--- config.mk ---
export PLATFORM = sky130hd
export DESIGN_NAME = mileage_display
export DESIGN_NICKNAME = d
export VERILOG_FILES = /design/src/rtl/car_disp_pkg.sv /design/src/rtl/bin2bcd_seq.sv /design/src/rtl/mileage_display.sv
export SDC_FILE = /design/constraint.sdc
export NUM_CORES = 1
export LEC_CHECK = 0
export CAP_MARGIN = 15
export CORE_AREA = 2 2 157 98
export DETAILED_ROUTE_END_ITERATION = 10
export DIE_AREA = 0 0 159 100
export GPL_ROUTABILITY_DRIVEN = 0
export PLACE_DENSITY = 0.51
export SYNTH_ARGS = -nofsm -noshare
export SYNTH_HDL_FRONTEND = slang
export SYNTH_HIERARCHICAL = 1
export SYNTH_SLANG_ARGS = --single-unit
--- constraint.sdc ---
create_clock -name clk -period 6.6 [get_ports clk]
set_clock_uncertainty 0.2 [all_clocks]
set_input_delay 1.32 -clock clk [delete_from_list [all_inputs] [get_ports clk]]
set_output_delay 1.32 -clock clk [all_outputs]
set_load 0.005 [all_outputs]
--- src/rtl/car_disp_pkg.sv ---
// ============================================================================
// car_disp_pkg : shared constants for the car-status mileage display
// Revision     : 1.0 - initial release
// ============================================================================
`default_nettype none

package car_disp_pkg;

    localparam int MILE_W     = 16;
    localparam int BCD_DIGITS = 5;
    localparam int BCD_W      = 4 * BCD_DIGITS;

    localparam logic [1:0] ST_IDLE  = 2'd0;
    localparam logic [1:0] ST_SHIFT = 2'd1;
    localparam logic [1:0] ST_DONE  = 2'd2;

    // Segment order a,b,c,d,e,f,g,dp from MSB to LSB; dp is never lit
    localparam logic [7:0] SEG_0     = 8'hFC;
    localparam logic [7:0] SEG_1     = 8'h60;
    localparam logic [7:0] SEG_2     = 8'hDA;
    localparam logic [7:0] SEG_3     = 8'hF2;
    localparam logic [7:0] SEG_4     = 8'h66;
    localparam logic [7:0] SEG_5     = 8'hB6;
    localparam logic [7:0] SEG_6     = 8'hBE;
    localparam logic [7:0] SEG_7     = 8'hE0;
    localparam logic [7:0] SEG_8     = 8'hFE;
    localparam logic [7:0] SEG_9     = 8'hF6;
    localparam logic [7:0] SEG_BLANK = 8'h00;

    function automatic logic [7:0] seg_encode(input logic [3:0] digit);
        case (digit)
            4'd0:    seg_encode = SEG_0;
            4'd1:    seg_encode = SEG_1;
            4'd2:    seg_encode = SEG_2;
            4'd3:    seg_encode = SEG_3;
            4'd4:    seg_encode = SEG_4;
            4'd5:    seg_encode = SEG_5;
            4'd6:    seg_encode = SEG_6;
            4'd7:    seg_encode = SEG_7;
            4'd8:    seg_encode = SEG_8;
            4'd9:    seg_encode = SEG_9;
            default: seg_encode = SEG_BLANK;
        endcase
    endfunction

endpackage

`default_nettype wire

--- src/rtl/bin2bcd_seq.sv ---
// ============================================================================
// bin2bcd_seq : sequential double-dabble, 16-bit binary to 5 BCD digits
// Revision    : 1.0 - initial release
// ============================================================================
`default_nettype none

module bin2bcd_seq
    import car_disp_pkg::*;
(
    input  logic              clk,
    input  logic              rst_n,
    input  logic [MILE_W-1:0] bin_i,
    output logic [BCD_W-1:0]  bcd_o,
    output logic              done_o
);

    logic [1:0]        state_q, state_d;
    logic [MILE_W-1:0] bin_q,   bin_d;
    logic [BCD_W-1:0]  acc_q,   acc_d;
    logic [3:0]        cnt_q,   cnt_d;
    logic [BCD_W-1:0]  bcd_q,   bcd_d;
    logic              done_q,  done_d;
    logic [BCD_W-1:0]  w_acc_adj;

    genvar k;
    generate
        for (k = 0; k < BCD_DIGITS; k++) begin : g_adj
            assign w_acc_adj[4*k +: 4] = (acc_q[4*k +: 4] >= 4'd5) ?
                                         acc_q[4*k +: 4] + 4'd3 : acc_q[4*k +: 4];
        end
    endgenerate

    always_comb begin
        state_d = state_q;
        bin_d   = bin_q;
        acc_d   = acc_q;
        cnt_d   = cnt_q;
        bcd_d   = bcd_q;
        done_d  = 1'b0;
        case (state_q)
            ST_IDLE: begin
                bin_d   = bin_i;
                acc_d   = '0;
                cnt_d   = '0;
                state_d = ST_SHIFT;
            end
            ST_SHIFT: begin
                {acc_d, bin_d} = {w_acc_adj, bin_q} << 1;
                cnt_d          = cnt_q + 4'd1;
                if (cnt_q == 4'd15) begin
                    state_d = ST_DONE;
                end
            end
            ST_DONE: begin
                // Only place the visible result changes, so no partial value leaks out
                bcd_d   = acc_q;
                done_d  = 1'b1;
                state_d = ST_IDLE;
            end
            default: state_d = ST_IDLE;
        endcase
    end

    always_ff @(posedge clk or negedge rst_n) begin
        if (!rst_n) begin
            state_q <= ST_IDLE;
            bin_q   <= '0;
            acc_q   <= '0;
            cnt_q   <= '0;
            bcd_q   <= '0;
            done_q  <= 1'b0;
        end else begin
            state_q <= state_d;
            bin_q   <= bin_d;
            acc_q   <= acc_d;
            cnt_q   <= cnt_d;
            bcd_q   <= bcd_d;
            done_q  <= done_d;
        end
    end

    assign bcd_o  = bcd_q;
    assign done_o = done_q;

endmodule

`default_nettype wire

--- src/rtl/mileage_display.sv ---
// ============================================================================
// mileage_display : odometer BCD conversion and 8-digit 7-segment scan
// Revision        : 1.0 - initial release
// ============================================================================
`default_nettype none

module mileage_display
    import car_disp_pkg::*;
#(
    parameter int SCAN_DIV = 100000,
    parameter int NUM_POS  = 8
)(
    input  logic               clk,
    input  logic               rst_n,
    input  logic [MILE_W-1:0]  mile_i,
    input  logic               enable_i,
    output logic [NUM_POS-1:0] seg_en_o,
    output logic [7:0]         seg_out_o,
    output logic [BCD_W-1:0]   bcd_o,
    output logic               conv_done_o
);

    localparam int              c_CNT_W     = (SCAN_DIV > 2) ? $clog2(SCAN_DIV) : 1;
    localparam logic [c_CNT_W-1:0] c_SCAN_TERM = c_CNT_W'(SCAN_DIV - 1);

    logic [BCD_W-1:0]   w_bcd;
    logic               w_done;
    logic [c_CNT_W-1:0] cnt_q, cnt_d;
    logic [2:0]         idx_q, idx_d;
    logic [NUM_POS-1:0] seg_en_q, seg_en_d;
    logic [7:0]         seg_out_q, seg_out_d;
    logic [3:0]         w_dig [BCD_DIGITS];
    logic [BCD_DIGITS-1:0] w_lz;
    logic [3:0]         w_nib;
    logic               w_blank;
    logic               w_valid;

    bin2bcd_seq u_bin2bcd (
        .clk    (clk),
        .rst_n  (rst_n),
        .bin_i  (mile_i),
        .bcd_o  (w_bcd),
        .done_o (w_done)
    );

    // Digit k is blanked when it and every more-significant digit is zero
    genvar k;
    generate
        for (k = 0; k < BCD_DIGITS; k++) begin : g_digit
            assign w_dig[k] = w_bcd[4*k +: 4];
            if (k == 0) begin : g_units
                assign w_lz[k] = 1'b0;
            end else begin : g_upper
                assign w_lz[k] = ~|w_bcd[BCD_W-1:4*k];
            end
        end
    endgenerate

    always_comb begin
        cnt_d = cnt_q + c_CNT_W'(1);
        idx_d = idx_q;
        if (cnt_q == c_SCAN_TERM) begin
            cnt_d = '0;
            idx_d = idx_q + 3'd1;
        end
    end

    always_comb begin
        w_nib   = '0;
        w_blank = 1'b0;
        w_valid = 1'b0;
        for (int i = 0; i < BCD_DIGITS; i++) begin
            if (idx_q == 3'(i)) begin
                w_nib   = w_dig[i];
                w_blank = w_lz[i];
                w_valid = 1'b1;
            end
        end
        seg_en_d  = (enable_i && w_valid) ? (NUM_POS'(1) << idx_q) : '0;
        seg_out_d = (enable_i && w_valid && !w_blank) ? seg_encode(w_nib) : SEG_BLANK;
    end

    always_ff @(posedge clk or negedge rst_n) begin
        if (!rst_n) begin
            cnt_q     <= '0;
            idx_q     <= '0;
            seg_en_q  <= '0;
            seg_out_q <= '0;
        end else begin
            cnt_q     <= cnt_d;
            idx_q     <= idx_d;
            seg_en_q  <= seg_en_d;
            seg_out_q <= seg_out_d;
        end
    end

    assign seg_en_o    = seg_en_q;
    assign seg_out_o   = seg_out_q;
    assign bcd_o       = w_bcd;
    assign conv_done_o = w_done;

endmodule

`default_nettype wire

## Yosys cells after proc, flatten, opt, wreduce, memory -nomap -nowiden

Memories as Yosys holds them, arrays and structs flattened.
Cells that the tools add are included.

- Flip-flop bits (word level): 99
- Bits in latches: 0
- Bits in writable memories: 0
- ROM bits: 112
- Input port bits: 19
- Output and inout port bits: 37
- Logic and storage cells: 76
- Memories: 1

Memory list:

| memory | depth | width | rd ports | clocked after Yosys merged registers in | write ports | RTL line | RTL |
|---|---|---|---|---|---|---|---|
| (no name shown) | 16 | 7 | 1 | 0 | 0 | car_disp_pkg.sv:31 | `case (digit)` |

- Add/subtract/negate cells: 8
- Multipliers: 0
- Div/mod/pow operators: 0
- Order comparisons: 5
- Equality and inequality tests: 9
- Shifts and indexed selects: 1
- Multiplexer cells: 28
- Bitwise operators: 0
- Reductions and logical operators: 14

Operator list:

| operator | number |
|---|---|
| case mux 20 bit (2 select lines) | 1 |
| two-way mux 4 bit | 9 |
| case mux 16 bit (2 select lines) | 1 |
| >= comparator 4 x 3 -> 1 bit, second input constant | 5 |
| adder 17 x 1 -> 17 bit, second input constant | 1 |
| equality test 17 bit, second input constant | 1 |
| two-way mux 17 bit | 1 |
| adder 4 x 2 -> 4 bit, second input constant | 4 |
| two-way mux 8 bit | 2 |
| OR reduction 16 bit | 1 |
| OR reduction 12 bit | 1 |
| two-way mux 1 bit | 10 |
| case mux 4 bit (2 select lines) | 1 |
| OR reduction 8 bit | 1 |
| << shifter 1 x 3 -> 8 bit, first input constant | 1 |
| equality test 3 x 2 -> 1 bit, second input constant | 2 |
| logical NOT 1 bit | 5 |
| adder 4 x 1 -> 4 bit, second input constant | 1 |
| equality test 4 bit, second input constant | 1 |
| case mux 2 bit (2 select lines) | 1 |
| OR reduction 4 bit | 1 |
| adder 3 x 1 -> 3 bit, second input constant | 1 |
| adder 3 x 2 -> 3 bit, second input constant | 1 |
| equality test 3 x 1 -> 1 bit, second input constant | 1 |
| other kinds (10) | 11 |

## Depth between registers and ports, before layout

Gate-level depths: netlist of the first run.

- Word-level depth: 9
- Mapped depth: 12

## By module

The synthesis of the first run kept the hierarchy.

Modules (own cells, without submodules):

| module | instances | cells each | area an instance (sq um) | sequential area each (sq um) |
|---|---|---|---|---|
| bin2bcd_seq | 1 | 270 | 2984.1 | 1576.5 |
| mileage_display | 1 | 203 | 1956.9 | 875.8 |

## Least setup slack after synthesis of the first run

Ideal clock, no wire load.

- Path type: reg-to-reg
- From: register idx_q[2]
- To: register seg_out_q[4], in the netlist seg_out_o[4]
- Setup time: 0.082 ns
- Arrival time: 2.324 ns
- Data required time: 6.318 ns
- Slack: 3.994 ns
- Cell stages (with the launch flop): 11
- Clock period less this slack: 2.606 ns
- Cell sequence: dfrtp_1 buf_2 inv_1 ha_1 buf_6 or2_4 a221oi_1 a211o_1 ha_1 or3_1 a31oi_1

- Word-level cells in the longest chain between the ends: 9

RTL lines:

| element | RTL line | RTL |
|---|---|---|
| start, declared | mileage_display.sv:29 | `logic [2:0] idx_q, idx_d;` |
| start signal, assigned | mileage_display.sv:91 | `idx_q <= idx_d;` |
| parallel branches: the longest is 8 deep, another holds memory (16 x 7 bit) | -- |  |
| two-way mux 8 bit * | mileage_display.sv:80 | `seg_out_d = (enable_i && w_valid && !w_blank) ? seg_encode(w_nib) : SEG_BLANK;` |
| named net seg_out_d[4] | mileage_display.sv:31 | `logic [7:0] seg_out_q, seg_out_d;` |
| end signal, assigned | mileage_display.sv:93 | `seg_out_q <= seg_out_d;` |
| end, declared | mileage_display.sv:31 |  |

Mark *: on every way through the listed nets, which the timed path passes.
A chain may end at the register's enable or synchronous reset.

## Worst setup path in the final report of the first run

- From: register idx_q[2]
- To: register seg_out_q[7], in the netlist seg_out_o[7]

Same word-level chain as after synthesis.

==> out/qor.txt, run 1 <==
Outcome: finished, final reports clean
Largest net degree at the start of global routing: 80
Wirelength per Cell: 14.8 µm
Ports: 56
Ant diodes: 0
Unrepaired setup endpoints after global routing: false
Worst-path maximum fanout: 12
Synthesized flop and latch total: 98
Fillers: 1455
Nets: 561
Final hold violations: 0
Critical path startpoint category: flop
Number of DRC markers in iteration 0: 172
Post-Synth XOR/XNOR Area: 4.25%
IO buf count: 54
Worst reg2reg path endpoint: seg_out_o[7]
Worst EP required: 6.66 ns
Count leader, synth: dfrtp_1
Synthesis-to-finish area growth: 19.7%
Hold Crit Start: u_bin2bcd/bin_q[4]
Synth top area share: 49.6%
Max frequency: 0.327 GHz
Worst VDD drop: 0.000154 V
Library cells used by synthesis: 52
Post-synthesis mux area share: 6.43%
Final routed DRC violation total: 0
Hold Path Sink: u_bin2bcd/bin_q[4]
Hold Buf Count CTS: 0
Synthesized Nets: 515
Data arrival, critical path: 3.12 ns
Die Ht: 100 µm
First-pass iteration count of the detailed router: 4
Clk_lat worst skew: 0.34 ns
EDFF count, synth: 0
Post-Synth Simple-Gate Area: 14.6%
Largest buffer count on any clock path: 2
Tot GR Track Use: 14.0%
First-pass GRT wire length: 17.9 mm
Post-DRT Antenna Nets: 0
R2r setup slk: 3.54 ns
Synth Area in Adders: 5.82%
Pwr dens: 317 nW/µm²
Commonest register cell after synthesis: dfrtp_1
Fraction of registers with async set/reset: 100%
Warnings, synthesis: 6
Tmin final: 3.06 ns
Post-Syn Area: 4940 µm²
Post-CTS Resized: 0
Max-cap violations: 0
Crit Path Class: flop to flop
Total grt overflow: 0
Post-Route WL: 10.7 mm
Most instantiated cells after synthesis: dfrtp_1, nand2_1, o21ai_0
Main combinational cell family by area after synthesis: simple AND/OR/NAND/NOR gates
Final-report max-slew violation count: 0
Synth Area in Compound Gates: 14.4%
CP max stage delay: 0.56 ns
Syn Area/Cell: 10.4 µm²
Final core occ: 40.2%
R2r worst-path depth: 10
Root Buffer: clkbuf_16
CTS buffer count: 9
Initial antenna violation count: 0
Reg2Reg Launch Point: idx_q[2]
FP Rows: 35
DP HPWL: 7.46 mm
Starting Density: 33.6%
Clock-pin slew on the worst setup and hold paths: 0.07 ns
CP bufs+invs: 2
Core box area: 14700 µm²
CTS tree: built
Post-route clock period utilization: 46.3%
Area contributors post-synth: dfrtp_1, ha_1, nand2_1, o21ai_0, mux2i_1
Slowest-stage cell, CP: dfrtp_1
Crit-path cells: inv_1 > ha_1 > or2_4 > a221oi_1 > a211o_1 > inv_2 > ha_1 > nor3_1 > nor3_1 > a211oi_1
Endpoints failing setup: 0
Max-slew headroom: 33.1%
WHS Path Cells: 2
HP Class: flop to flop
Vias in the first global route: 3408
CTS HTree Levels: 3
CP Capture Type: flop
Clock sink total: 98
Worst Max-Slew Pin Slew: 1.00 ns
Die W: 159 µm
Syn Inst Count: 473
Sequential cell area fraction in the yosys report: 49.6%
Die area: 15900 µm²
Via count: 3515
Cell taking the most area after synthesis: dfrtp_1
CP top delay family: compound AO/OA/AOI/OAI gates
Pleak: 2.77 nW
Post-DR vias/cell: 4.83
Layout cell share with drive strength beyond 1: 8.97%
Setup repair bufs after CTS: 0
TNS Setup: 0 ns
[routing by layer]
layer	vias up	share of wire, %	track usage [%]
met3	8	3.1	3.72
met5	-	0	0
met1	1715	54	20.4
met4	0	0.90	3.22
li1	1748	-	-
met2	44	42	20.7
[report_power, final]
part / internal (mW) / switching, mW / total (mW)
Clock: 0.313 / 0.228 / 0.540
Sequential: 0.695 / 0.109 / 0.804
Combinational: 0.304 / 0.225 / 0.530
Total: 1.31 / 0.562 / 1.87
[flip-flops by register name (all words and copies together) (netlist names)]
register and cells:
u_bin2bcd/done_o 1, u_bin2bcd/bin_q 16, u_bin2bcd/cnt_q 4, cnt_q 17, u_bin2bcd/acc_q 20, idx_q 3
u_bin2bcd/bcd_o 20, u_bin2bcd/state_q 2, seg_out_o 7, seg_en_o 8
[kinds of logic (layout without fill, tap and decap cells)]
logic type | after synthesis | in the layout
AOI/OAI and AO/OA | 107 | 107
xor gates and xnor gates | 24 | 24
adders and majority gates | 23 | 23
buffers and inverters | 46 | 97
DFF | 98 | 98
muxes | 27 | 27
other | 1 | 1
and+or+nand+nor | 147 | 147
[layout by cell type, fill, tap and decap left out, types with 3 or more instances in the layout]
master,Yosys,routed
a21o_1,6,6
nor4_1,6,6
xnor2_1,16,16
xor2_1,8,8
nor3_1,6,6
inv_1,22,22
nand3_1,7,7
mux2i_1,16,16
o21ai_1,4,4
a221oi_1,3,3
clkbuf_16,0,9
and3_1,7,7
a32o_1,9,9
clkdlybuf4s50_1,0,53
a22o_1,12,12
nand2b_1,8,8
o21ai_0,38,38
mux2_4,9,9
nor2_1,23,23
dfrtp_1,98,97
buf_4,5,4
nand4_1,5,5
ha_1,23,23
clkinv_2,0,3
nand2_1,63,63
a21oi_1,21,21
[worst max-delay path by stage]
stage	endpoint	start	slack (ns)	cells past startpoint
floorplan	seg_out_o[4]	idx_q[2]	3.99	10
global placement	seg_out_o[7]	idx_q[2]	3.72	10
detailed placement	seg_out_o[7]	idx_q[2]	3.61	10
CTS	seg_out_o[7]	idx_q[2]	3.58	10
global route	seg_out_o[7]	idx_q[2]	3.24	10
finish	seg_out_o[7]	idx_q[2]	3.54	10
[area by class of cell]
cell class	count	area, µm²	area share [%]
Inverter	24	90.1	1.52
Tap cell	203	254	4.30
Clock buffer	11	253	4.28
Clock inverter	5	52.6	0.889
Sequential cell	98	2450	41.5
Timing Repair Buffer	57	561	9.48
Multi-Input combinational cell	329	2250	38.0
[through the flow]
stage / instances / total power, mW / instance area (µm²) / hold WS, ns / setup WS (ns)
after floorplan: 473 / 1.11 / 4940 / 0.253 / 3.99
after global placement: 711 / 1.34 / 5610 / 0.266 / 3.72
after detailed placement: 711 / 1.35 / 5610 / 0.273 / 3.61
after CTS: 727 / 1.90 / 5910 / 0.289 / 3.58
after global routing: 727 / 2.00 / 5910 / 0.312 / 3.24
final: 727 / 1.87 / 5910 / 0.285 / 3.54
[tightest hold or removal path, stage by stage, from the launching register on]
cell and delay (ns):
dfrtp_1 0.34, nand2_1 0.05, o21ai_0 0.06
(Power assumes the default switching activity.)
==> run 2, diff against run 1 <==
==> constraint.sdc (replaced) <==
create_clock -name clk -period 2.9 [get_ports clk]
set_clock_uncertainty 0.2 [all_clocks]
set_input_delay 0.58 -clock clk [delete_from_list [all_inputs] [get_ports clk]]
set_output_delay 0.58 -clock clk [all_outputs]
set_load 0.005 [all_outputs]
==> run 2 against run 1 <==
  * Register-to-register slack worse by 3.4 ns
  * Via count down 0.43%
  * Cell area up 2.0%
  * Setup slack worse by 3.4 ns
  * Highest routed layer unchanged
  * Combinational power up 130%
  * Sequential share of layout area down 0.82 points
  * Critical path depth unchanged
  * Clock power up 150%
  * Global-route usage up 0.19 points
  * First-iteration DRC count up 4.7%
==> out/qor.txt, run 2 (synthesized netlist as in run 1, its figures left out) <==
Die W: 159 µm (unchanged)
Max-slew headroom: 66.3% (was 33.1%)
Initial antenna violation count: 0 (unchanged)
Most common cell after layout, fill and taps aside: dfrtp_1 (unchanged)
Worst hold slack: 0.00164 ns (was 0.285 ns)
HP Class: input pin to async pin (was flop to flop)
Commonest non-fill, non-tap cells in the layout: dfrtp_1, nand2_1, clkdlybuf4s50_1, o21ai_0, nor2_1 (was dfrtp_1, nand2_1, clkdlybuf4s50_1, o21ai_0)
Ant diodes: 0 (unchanged)
Tmin final: 2.73 ns (was 3.06 ns)
Final hold violations: 0 (unchanged)
Via count: 3500 (was 3515)
Max-cap violations: 0 (unchanged)
Ports: 56 (unchanged)
Worst reg2reg path endpoint: seg_out_o[7] (unchanged)
Hold Buf Count CTS: 0 (unchanged)
Post-DP Area: 5670 µm² (was 5610 µm²)
CTS HTree Levels: 3 (unchanged)
TNS Setup: 0 ns (unchanged)
Pleak: 2.82 nW (was 2.77 nW)
Synthesis-to-finish area growth: 22.1% (was 19.7%)
Setup repair bufs after CTS: 0 (unchanged)
CP max stage delay: 0.42 ns (was 0.56 ns)
Unrepaired setup endpoints after global routing: false (unchanged)
Post-DRT Antenna Nets: 0 (unchanged)
DP HPWL: 7.66 mm (was 7.46 mm)
Overall Power: 4.38 mW (was 1.87 mW)
Die Ht: 100 µm (unchanged)
Max frequency: 0.366 GHz (was 0.327 GHz)
Worst-path maximum fanout: 10 (was 12)
Wirelength per Cell: 14.7 µm (was 14.8 µm)
Root Buffer: clkbuf_16 (unchanged)
Fillers: 1456 (was 1455)
Crit Path Class: flop to flop (unchanged)
Slowest-stage cell, CP: a221oi_4 (was dfrtp_1)
Worst Max-Slew Pin Slew: 0.504 ns (was 1.00 ns)
Last element of the critical path: seg_out_o[7] (unchanged)
Clock-pin slew on the worst setup and hold paths: 0.07 ns (about the same)
Tot GR Track Use: 14.1% (was 14.0%)
Die area: 15900 µm² (unchanged)
Worst EP required: 2.96 ns (was 6.66 ns)
Post-route clock period utilization: 94.1% (was 46.3%)
Worst VDD drop: 0.000296 V (was 0.000154 V)
Largest buffer count on any clock path: 2 (unchanged)
Reg2Reg Launch Point: idx_q[1] (was idx_q[2])
R2r setup slk: 0.17 ns (was 3.54 ns)
Clock sink total: 98 (unchanged)
FP Rows: 35 (unchanged)
Layout cell share with drive strength beyond 1: 10.4% (was 8.97%)
Total grt overflow: 0 (unchanged)
Worst setup startpoint: idx_q[1] (was idx_q[2])
R2r worst-path depth: 10 (unchanged)
Post-route cell area: 6030 µm² (was 5910 µm²)
First-pass iteration count of the detailed router: 4 (unchanged)
Post-DR vias/cell: 4.78 (was 4.83)
Pwr dens: 726 nW/µm² (was 317 nW/µm²)
Crit-path cells: inv_1 > ha_1 > a21oi_1 > o21ai_1 > a221oi_4 > inv_1 > ha_1 > nor3_1 > nor3_1 > a211oi_1 (was inv_1 > ha_1 > or2_4 > a221oi_1 > a211o_1 > inv_2 > ha_1 > nor3_1 > nor3_1 > a211oi_1)
Final routed DRC violation total: 0 (unchanged)
IO buf count: 54 (unchanged)
First-pass GRT wire length: 17.9 mm (about the same)
Outcome: finished, final reports clean (unchanged)
Critical path startpoint category: flop (unchanged)
CP Capture Type: flop (unchanged)
Final core occ: 41.0% (was 40.2%)
Core box area: 14700 µm² (unchanged)
Nets: 566 (was 561)
Number of DRC markers in iteration 0: 180 (was 172)
Endpoints failing setup: 0 (unchanged)
Largest net degree at the start of global routing: 41 (was 80)
Starting Density: 33.6% (unchanged)
Post-CTS Resized: 0 (unchanged)
CTS buffer count: 9 (unchanged)
Final-report max-slew violation count: 0 (unchanged)
Vias in the first global route: 3456 (was 3408)
Post-Route WL: 10.8 mm (was 10.7 mm)
CTS tree: built (unchanged)
Data arrival, critical path: 2.79 ns (was 3.12 ns)
Clk_lat worst skew: 0.34 ns (about the same)
## run 2: cell count changes in the layout (fill, tap and decap cells not counted), sizes merged
| cell | before | now |
|---|---|---|
| buf | 4 | 9 |
| bufinv | 1 | 2 |
| clkbuf | 11 | 12 |
| clkinv | 3 | 1 |
## run 2: metrics by stage
step	std cells	setup WS, ns
6_report	732	0.171
5_1_grt	732	0.00235
2_1_floorplan	473	0.294
3_5_place_dp	716	0.0829
3_3_place_gp	716	0.202
4_1_cts	732	0.0592
## run 2: cell type report
| cell class | count | area (µm²) | share of cell area, % |
|---|---|---|---|
| Sequential cell | 98 | 2450 | 40.7 |
| Multi-Input combinational cell | 329 | 2270 | 37.7 |
| Timing Repair Buffer | 62 | 623 | 10.3 |
| Clock buffer | 12 | 267 | 4.42 |
| Tap cell | 203 | 254 | 4.21 |
| Inverter | 24 | 90.1 | 1.49 |
| Clock inverter | 4 | 72.6 | 1.20 |
## run 2: power by group
group / leakage [nW] / total [mW] / switching [mW] / internal, mW
registers: 1.27 / 1.83 / 0.246 / 1.58
clock network: 0.165 / 1.34 / 0.512 / 0.825
logic: 1.38 / 1.21 / 0.515 / 0.700
## run 2: how the worst min path moves through the flow
stage	start	endpoint	slack (ns)
2_1_floorplan	rst_n	cnt_q[0]	0.08
3_3_place_gp	u_bin2bcd/bin_q[2]	u_bin2bcd/bin_q[2]	0.27
3_5_place_dp	u_bin2bcd/bin_q[2]	u_bin2bcd/bin_q[2]	0.28
4_1_cts	rst_n	cnt_q[5]	0.02
5_1_grt	rst_n	cnt_q[5]	0.03
6_report	rst_n	cnt_q[7]	0.002
## run 2: layer usage
layer | part of all wire, % | routed length (µm) | vias to the layer above | track usage [%]
li1 | - | - | 1749 | -
met4 | 1.2 | 128 | 0 | 4.62
met1 | 51 | 5520 | 1686 | 20.4
met3 | 4.3 | 466 | 13 | 4.30
met2 | 43 | 4650 | 52 | 20.3
met5 | 0 | 0 | - | 0
## run 2: worst max-delay path, delay by kind of cell, from the launching register on
| family | cells | cell delay, ns |
|---|---|---|
| DFF | 1 | 0.39 |
| AOI/OAI and AO/OA | 4 | 0.94 |
| buffers and inverters | 2 | 0.22 |
| adders and majority gates | 2 | 0.51 |
| and+or+nand+nor | 2 | 0.39 |
==> run 3, diff against run 2 <==
--- a/config.mk
+++ b/config.mk
@@ -11,6 +11,7 @@
 export DIE_AREA = 0 0 159 100
 export GPL_ROUTABILITY_DRIVEN = 0
 export PLACE_DENSITY = 0.51
+export SLEW_MARGIN = 20
 export SYNTH_ARGS = -nofsm -noshare
 export SYNTH_HDL_FRONTEND = slang
 export SYNTH_HIERARCHICAL = 1
==> results of run 3 <==
Final layout, timing and power as in run 2 (identical DEF).
